`config.mk`:
```
export PLATFORM = sky130hd
export DESIGN_NAME = mmio_seg7_port
export DESIGN_NICKNAME = d
export VERILOG_FILES = /design/src/rtl/mmio_seg7_port_pkg.sv /design/src/rtl/mmio_seg7_port_hex_to_seg7.sv /design/src/rtl/mmio_seg7_port.sv
export SDC_FILE = /design/constraint.sdc
export NUM_CORES = 1
export LEC_CHECK = 0
export BUFFER_PORTS_ARGS = -buffer_cell sky130_fd_sc_hd__buf_2
export CAP_MARGIN = 30
export CORE_AREA = 2 2 119 121
export DETAILED_ROUTE_END_ITERATION = 8
export DIE_AREA = 0 0 121 123
export GPL_TIMING_DRIVEN = 0
export MAX_ROUTING_LAYER = met4
export PLACE_DENSITY = 0.81
export SETUP_SLACK_MARGIN = 0.3
export SYNTH_ARGS = -nofsm -noshare
export SYNTH_HDL_FRONTEND = slang
export SYNTH_SLANG_ARGS = --single-unit
```
`constraint.sdc`:
```
create_clock -name CLK -period 9.85 [get_ports CLK]
set_input_delay 1.4775 -clock CLK [delete_from_list [all_inputs] [get_ports CLK]]
set_output_delay 1.4775 -clock CLK [all_outputs]
set_load 0.01 [all_outputs]
```
`src/rtl/mmio_seg7_port_pkg.sv`:
```
// Shared constants for the memory-mapped seven-segment/LED output port.
package mmio_seg7_port_pkg;

  localparam int unsigned DATA_W = 32;

  localparam logic [1:0] OFF_DISP   = 2'd0;
  localparam logic [1:0] OFF_LED    = 2'd1;
  localparam logic [1:0] OFF_CTRL   = 2'd2;
  localparam logic [1:0] OFF_STATUS = 2'd3;

  localparam logic [2:0] F3_B  = 3'b000;
  localparam logic [2:0] F3_H  = 3'b001;
  localparam logic [2:0] F3_W  = 3'b010;
  localparam logic [2:0] F3_BU = 3'b100;
  localparam logic [2:0] F3_HU = 3'b101;

  localparam int unsigned CTRL_EN_BIT    = 0;
  localparam int unsigned CTRL_DP_LSB    = 8;
  localparam int unsigned CTRL_BLANK_LSB = 16;

  localparam logic [DATA_W-1:0] CTRL_RST   = 32'h0000_0001;
  localparam logic [DATA_W-1:0] CTRL_WMASK = 32'h00FF_FF01;
  localparam logic [DATA_W-1:0] LED_WMASK  = 32'h0000_FFFF;

  // Expand per-byte enables into a 32-bit bit mask.
  function automatic logic [DATA_W-1:0] lane_mask(input logic [3:0] be);
    return {{8{be[3]}}, {8{be[2]}}, {8{be[1]}}, {8{be[0]}}};
  endfunction

endpackage

```
`src/rtl/mmio_seg7_port_hex_to_seg7.sv`:
```
// Hex nibble to active-high seven-segment pattern {g,f,e,d,c,b,a}.
module hex_to_seg7 (
  input  logic [3:0] nib_i,
  output logic [6:0] seg_o
);

  always_comb begin
    seg_o = 7'h00;
    case (nib_i)
      4'h0: seg_o = 7'h3F;
      4'h1: seg_o = 7'h06;
      4'h2: seg_o = 7'h5B;
      4'h3: seg_o = 7'h4F;
      4'h4: seg_o = 7'h66;
      4'h5: seg_o = 7'h6D;
      4'h6: seg_o = 7'h7D;
      4'h7: seg_o = 7'h07;
      4'h8: seg_o = 7'h7F;
      4'h9: seg_o = 7'h6F;
      4'hA: seg_o = 7'h77;
      4'hB: seg_o = 7'h7C;
      4'hC: seg_o = 7'h39;
      4'hD: seg_o = 7'h5E;
      4'hE: seg_o = 7'h79;
      4'hF: seg_o = 7'h71;
      default: seg_o = 7'h00;
    endcase
  end

endmodule

```
`src/rtl/mmio_seg7_port.sv`:
```
// Store-driven display/LED port on the data-memory bus with load readback
// and a free-running time-multiplexed digit scanner.
module mmio_seg7_port
  import mmio_seg7_port_pkg::*;
#(
  parameter logic [31:0] BASE_ADDR = 32'h0000_FF00,
  parameter int unsigned SCAN_DIV  = 100000
) (
  input  logic        CLK,
  input  logic        Reset,
  input  logic        MemWrite,
  input  logic        MemRead,
  input  logic [2:0]  funct3,
  input  logic [31:0] Addr,
  input  logic [31:0] WriteData,
  output logic [31:0] ReadData,
  output logic        hit,
  output logic [7:0]  seg,
  output logic [7:0]  an,
  output logic [15:0] led
);

  localparam int unsigned PRESC_W = $clog2(SCAN_DIV);
  localparam logic [PRESC_W-1:0] PRESC_MAX = PRESC_W'(SCAN_DIV - 1);

  logic [31:0]        disp_q, disp_d, ledreg_q, ledreg_d, ctrl_q, ctrl_d;
  logic [PRESC_W-1:0] presc_q, presc_d;
  logic [2:0]         idx_q, idx_d;
  logic [15:0]        frame_q, frame_d;
  logic [7:0]         seg_q, seg_d, an_q, an_d;
  logic [15:0]        led_q;

  logic [3:0]  be;
  logic [31:0] wdata, wmask, rword, rshift;
  logic        tick, digit_on;
  logic [3:0]  nib;
  logic [6:0]  hex_seg;
  logic [7:0]  dp_mask, blank_mask;

  assign hit = (Addr[31:4] == BASE_ADDR[31:4]);

  // Store lane decode: misaligned or non-store sizes produce no enables.
  always_comb begin
    be    = 4'b0000;
    wdata = WriteData;
    case (funct3)
      F3_B: begin
        be    = 4'b0001 << Addr[1:0];
        wdata = {4{WriteData[7:0]}};
      end
      F3_H: begin
        if (!Addr[0]) be = Addr[1] ? 4'b1100 : 4'b0011;
        wdata = {2{WriteData[15:0]}};
      end
      F3_W: begin
        if (Addr[1:0] == 2'b00) be = 4'b1111;
      end
      default: be = 4'b0000;
    endcase
    wmask = lane_mask(be);
  end

  always_comb begin
    disp_d   = disp_q;
    ledreg_d = ledreg_q;
    ctrl_d   = ctrl_q;
    if (MemWrite && hit) begin
      case (Addr[3:2])
        OFF_DISP: disp_d   = (disp_q & ~wmask) | (wdata & wmask);
        OFF_LED:  ledreg_d = ((ledreg_q & ~wmask) | (wdata & wmask)) & LED_WMASK;
        OFF_CTRL: ctrl_d   = ((ctrl_q & ~wmask) | (wdata & wmask)) & CTRL_WMASK;
        default:  ;
      endcase
    end
  end

  // Load path sees pre-write register values.
  always_comb begin
    case (Addr[3:2])
      OFF_DISP: rword = disp_q;
      OFF_LED:  rword = ledreg_q;
      OFF_CTRL: rword = ctrl_q;
      default:  rword = {frame_q, 13'b0, idx_q};
    endcase
    rshift   = rword >> {Addr[1:0], 3'b000};
    ReadData = 32'h0;
    if (MemRead && hit) begin
      case (funct3)
        F3_B:  ReadData = {{24{rshift[7]}}, rshift[7:0]};
        F3_BU: ReadData = {24'h0, rshift[7:0]};
        F3_H:  if (!Addr[0]) ReadData = {{16{rshift[15]}}, rshift[15:0]};
        F3_HU: if (!Addr[0]) ReadData = {16'h0, rshift[15:0]};
        F3_W:  if (Addr[1:0] == 2'b00) ReadData = rword;
        default: ReadData = 32'h0;
      endcase
    end
  end

  always_comb begin
    tick    = (presc_q == PRESC_MAX);
    presc_d = tick ? '0 : presc_q + PRESC_W'(1);
    idx_d   = tick ? idx_q + 3'd1 : idx_q;
    frame_d = (tick && idx_q == 3'd7) ? frame_q + 16'd1 : frame_q;
  end

  assign nib        = disp_q[{idx_q, 2'b00} +: 4];
  assign dp_mask    = ctrl_q[CTRL_DP_LSB +: 8];
  assign blank_mask = ctrl_q[CTRL_BLANK_LSB +: 8];

  hex_to_seg7 u_hex (
    .nib_i (nib),
    .seg_o (hex_seg)
  );

  always_comb begin
    digit_on = ctrl_q[CTRL_EN_BIT] && !blank_mask[idx_q];
    an_d     = 8'hFF;
    seg_d    = 8'hFF;
    if (digit_on) begin
      an_d  = ~(8'b0000_0001 << idx_q);
      seg_d = ~{dp_mask[idx_q], hex_seg};
    end
  end

  always_ff @(posedge CLK or posedge Reset) begin
    if (Reset) begin
      disp_q   <= 32'h0;
      ledreg_q <= 32'h0;
      ctrl_q   <= CTRL_RST;
      presc_q  <= '0;
      idx_q    <= 3'd0;
      frame_q  <= 16'd0;
      seg_q    <= 8'hFF;
      an_q     <= 8'hFF;
      led_q    <= 16'h0;
    end else begin
      disp_q   <= disp_d;
      ledreg_q <= ledreg_d;
      ctrl_q   <= ctrl_d;
      presc_q  <= presc_d;
      idx_q    <= idx_d;
      frame_q  <= frame_d;
      seg_q    <= seg_d;
      an_q     <= an_d;
      led_q    <= ledreg_q[15:0];
    end
  end

  assign seg = seg_q;
  assign an  = an_q;
  assign led = led_q;

endmodule

```
# Yosys cells after proc, flatten, opt, wreduce, memory -nomap -nowiden

Memory sizes are Yosys's and may differ from the RTL's.
Index checks and enable logic that the tools add are counted.

ROM bits: 112
Bits in latches: 0
Memory bits (writable): 0
Memories kept: 1
Input port bits: 71
Logic and storage cells: 66
Flip-flop bits (word level): 133
Output and inout bits: 65

Memory list:

| memory          | words | bits a word | read ports | clocked after Yosys merged registers in | wr ports | line                            | source |
|---|---|---|---|---|---|---|---|
| (no name shown) | 16    | 7           | 1          | 0                                       | 0        | mmio_seg7_port_hex_to_seg7.sv:9 | `case (nib_i)` |

Magnitude comparators: 1
Bitwise operators: 10
Muxes and demuxes: 18
Multipliers: 0
Shift-type cells: 4
Div/mod/pow operators: 0
Reduce and logical (&&, ||, !) cells: 11
Equality and inequality tests: 9
Add/sub/neg operators: 3

Operators by type and width:

| kind                  | count |
|---|---|
| $pmux 32 s5           | 1 |
| $mux 32               | 3 |
| $pmux 32 s3           | 1 |
| $and 32x32->32        | 2 |
| $pmux 32 s2           | 1 |
| $not 32->32           | 1 |
| $or 32x32->32         | 1 |
| $shiftx 32x6->4       | 1 |
| $shr 32x5->16         | 1 |
| $eq 28x12->1 const B  | 1 |
| $and 24x24->24        | 1 |
| $or 24x24->24         | 1 |
| $add 17x1->17 const B | 1 |
| $eq 17x17->1 const B  | 1 |
| $mux 17               | 1 |
| $add 16x1->16 const B | 1 |
| $and 16x16->16        | 1 |
| $mux 16               | 1 |
| $mux 8                | 2 |
| $not 8->8             | 2 |
| $or 16x16->16         | 1 |
| $mux 4                | 3 |
| $pmux 4 s3            | 1 |
| $eq 3x3->1 const B    | 3 |
| other kinds (15)      | 23 |

# Longest topological paths before layout

Depth after elaboration: 6
Gate-level depth with buffers: 10
Gate-level depth less buffers: 8

# By module

A second synthesis with hierarchy kept.

Cell total of the unflattened synthesis: 679
Area, all modules: 7,529.7 um^2

By module, submodules not included:

| module         | cells an instance | seq. area each (um^2) | instances | area each (um^2) |
|---|---|---|---|---|
| mmio_seg7_port | 646               | 3,349.5               | 1         | 7,241.9 |
| hex_to_seg7    | 33                | 0.0                   | 1         | 287.8 |

# Worst setup path after synthesis

OpenSTA, ideal clock, no wires.

Kind: input -> output
Start: input port Addr[17]
End: output port ReadData[3]
Data required time: 8,373 ps
Slack: 4,883 ps
Cell stages on the path: 7
Arrival time: 3,489 ps
Buffers on the path: 1
Cells stage by stage: or4b_4 nor4_4 nand4_4 clkinv_1 o211ai_1 clkbuf_1 nor3_1

Longest elaborated chain between the ends: 3

Ends and longest elaborated chain:

| element           | line                 | source |
|---|---|---|
| start, declared   | mmio_seg7_port.sv:14 | `input logic [31:0] Addr,` |
| $eq 28x12->1      | mmio_seg7_port.sv:40 | `assign hit = (Addr[31:4] == BASE_ADDR[31:4]);` |
| net hit           | mmio_seg7_port.sv:17 | `output logic hit,` |
| $logic_and 1x1->1 | mmio_seg7_port.sv:87 | `if (MemRead && hit) begin` |
| $mux 32           | mmio_seg7_port.sv:87 |  |
| end, declared     | mmio_seg7_port.sv:16 | `output logic [31:0] ReadData,` |

The timed path passes the listed nets, and every way through them passes these cells.

# Worst setup path after layout

Start: input port Addr[3]
End: output port ReadData[28]

Longest elaborated chain between the ends: 6
Elaborated cells between the ends (all ways): 9
Classes of those cells: eq/ne (2); shift (1); mux (5); reduce/logical (1)

Ends and longest elaborated chain:

| element                                  | line                 | source |
|---|---|---|
| $eq 2x2->1, or another cell as far along | mmio_seg7_port.sv:79 | `case (Addr[3:2])` |
| $pmux 32 s3 (*)                          | mmio_seg7_port.sv:79 |  |
| $shr 32x5->16                            | mmio_seg7_port.sv:85 | `rshift = rword >> {Addr[1:0], 3'b000};` |
| $mux 32                                  | mmio_seg7_port.sv:91 | `F3_H: if (!Addr[0]) ReadData = {{16{rshift[15]}}, rshift[15:0]};` |
| $pmux 32 s5 (*)                          | mmio_seg7_port.sv:88 | `case (funct3)` |
| $mux 32 (*)                              | mmio_seg7_port.sv:87 |  |

Mark *: on every way between the ends. The rest lies on a longest branch, timed or not.

==> impl_metrics.tcl <==
set metrics [dict create \
    fin_cells 1034 \
    worstPathRequired_ns 8.37 \
    synth_top_cell_by_area "dfrtp_1" \
    slew_headroom_pct 35.9 \
    grt_pass1_vias 6161 \
    cts_buffers 17 \
    synth_area_per_cell_um2 11.0 \
    yosys_most_used_dff "dfrtp_1" \
    die_y_um 123 \
    areaGrowthSynthToFinish_pct 20.8 \
    critPathArrivalTime_ns 4.26 \
    finalHoldViolCount 0 \
    ir_drop_uv 110 \
    syn-cell-area_um2 7570 \
    nNetsFinal 925 \
    synthTopCellsByArea "dfrtp_1, mux2_2, dfstp_2, mux2i_1, mux4_2" \
    yosysWarnings 0 \
    hold_slack_ns 0.399 \
    worst_slack_ns 4.11 \
    r2r_end "seg[0]$_DFF_PP1_" \
    power_density_nw_per_um2 145 \
    cp-start-kind "primary input" \
    viasPerCell 6.18 \
    core_um2 13600 \
    clkTransAtPathRegs_ns 0.06 \
    holdBufCountCts 0 \
    antennaDiodeCount 0 \
    whs_path_depth 0 \
    async_flop_share_pct 100 \
    io_pins 136 \
    setup_viol 0 \
    drv_slew 0 \
    final_area_um2 9140 \
    clock-root-buffer "clkbuf_16" \
    r2r_slack_ns 6.62 \
    r2r_start "idx_q[1]$_DFFE_PP0N_" \
    multiInputGateArea_um2 4000 \
    power_leakage_nw 4.28 \
    clk_latency_ns 0.43 \
    fin_crit_ns 5.74 \
    cts_setup_buffers 0 \
    initial_utilization_pct 55.6 \
    cts.sinks 133 \
    status "finished clean" \
    dp.final_hpwl_um 17300 \
    cts.path.max_buffers 2 \
    synth_seq_area_share_pct 44.2 \
    synth_nets 772 \
    rr_worst_depth 10 \
    fmax_ghz 0.174 \
    die_w_um 121 \
    syn_inst 688 \
    post-route-period-util_pct 58.2 \
    synth_edf_count 0 \
    cts_tree "built" \
    grt_overflow 0 \
    setup_tns_ns 0 \
    place_ws_ns 4.23 \
    cts-resized-gates 0 \
    drive_gt1_share_pct 35.0 \
    htree_levels 4 \
    dp_cells 1002 \
    worst_pin_slew_ns 0.951 \
    path_class "in2out" \
    synth_cell_type_count 55 \
    vias 6386 \
    synth.top_cell.area_share_pct 38.3 \
    dieArea_um2 14900 \
    antenna_left 0 \
    io_buffers 131 \
    drc 0 \
    drt-pass1-iter-count 6 \
    fillers 1042 \
    regArea_um2 3350 \
    grt_pass1_wl_um 34700 \
    rows 43 \
    grt_usage_pct 32.6 \
    min-delay-path-class "reg2reg" \
    wl_per_cell_um 22.0 \
    antenna_found_initial 0 \
    maxCapViolCount 0 \
    dr.first_iter.drc_count 841 \
    rsz0062_at_grt "false" \
    cp-end-kind "output pin" \
    grt_max_degree 82 \
    gp_congestion 1.00 \
    crit_fanout 10 \
    wirelength_um 22800 \
    yosys_register_bits 133 \
    detailed_place.area_um2 8490 \
    fin_worst_skew_ns 0.0120 \
    min_to "led[4]$_DFF_PP0_" \
]
[worst max-delay path by stage]
| stage | start | to | slack [ns] | depth (start not counted) |
|---|---|---|---|---|
| finish | Addr[3] | ReadData[28] | 4.11 | 10 |
| global route | Addr[3] | ReadData[28] | 3.93 | 10 |
| CTS | Addr[3] | ReadData[28] | 4.23 | 10 |
| detailed placement | Addr[17] | ReadData[31] | 4.23 | 9 |
| global placement | Reset | led[11]$_DFF_PP0_ | 3.49 | 2 |
| floorplan | Reset | asynchronous set/reset pin | 4.85 | 1 |
[synthesized netlist by cell type, drive strengths merged (3+ instances only)]
cell	n
dfrtp	116
mux2	91
nand2	51
nor2	45
clkbuf	37
a21oi	32
mux2i	32
a31oi	22
xnor2	22
dfstp	17
nand3	16
nand4	15
a221oi	14
inv	14
ha	13
mux4	13
o21ai	13
and3	10
xor2	10
a22o	9
and2	9
nand2b	9
nor3	9
a22oi	8
a211oi	7
nor4	7
a2bb2oi	5
buf	5
nor2b	5
o221ai	5
nand4b	3
nor4b	3
o211ai	3
o22ai	3
[worst max-delay path, cell delays in order]
cell and delay, ns:
buf_2 0.10, clkbuf_1 0.52, and2_1 0.22, clkbuf_1 0.28
a221oi_1 0.13, a211oi_1 0.36, nand3_1 0.34, clkbuf_1 0.32
a31oi_1 0.31, buf_2 0.18
[cell usage in the layout (no fill, tap or decap), types with 8 or more instances in the layout]
cell / instances
nor3_1: 8
o21ai_0: 12
nand2b_1: 9
xnor2_1: 22
and3_1: 10
nand3_1: 16
dfstp_2: 17
a31oi_1: 22
nand2_1: 51
ha_1: 13
a22o_1: 9
nand4_1: 11
a221oi_1: 14
a22oi_1: 8
nor2_1: 45
clkbuf_1: 38
mux2_2: 89
inv_1: 12
and2_1: 9
xor2_1: 10
dfrtp_1: 116
a21oi_1: 32
mux4_2: 13
buf_2: 136
clkbuf_16: 17
mux2i_1: 32
[stage by stage]
step | power, mW | utilization [%]
3_3_place_gp | 0.639 | 62.1
3_5_place_dp | 0.641 | 62.4
6_report | 1.33 | 67.2
5_1_grt | 1.37 | 67.2
4_1_cts | 1.33 | 67.2
2_1_floorplan | 0.605 | -
[per-layer routing]
metal	vias up	global-route usage (%)	part of all wire, %
li1	2853	-	-
met1	3078	44.3	41
met2	398	46.9	44
met3	57	8.53	11
met4	0	12.9	2.9
met5	-	-	0
[final cells by class]
cell class	count	share of cell area, %
sequential	133	36.6
clock inverter	13	2.24
inverter	15	0.671
multi-input combinational	498	43.8
timing repair buffer	134	7.58
clock buffer	19	4.85
buffer	42	1.77
tap	180	2.46
[logic make-up (layout without fill, tap and decap cells)]
kind of cell	Yosys count	after routing	share of synthesized area (%)
AO/OA/AOI/OAI	126	126	11.5
XOR/XNOR	32	32	3.70
adder cells (fa/ha/maj)	13	13	2.15
buffers and inverters	57	223	2.88
flip-flops	133	133	44.2
multiplexers	136	136	21.6
AND/OR/NAND/NOR	191	191	13.9
[where the power goes]
group	internal, mW	switching, mW
combinational	0.0292	0.0572
clock	0.454	0.240
sequential	0.547	0.000000000791
total	1.03	0.297
(Power assumes the default switching activity.)
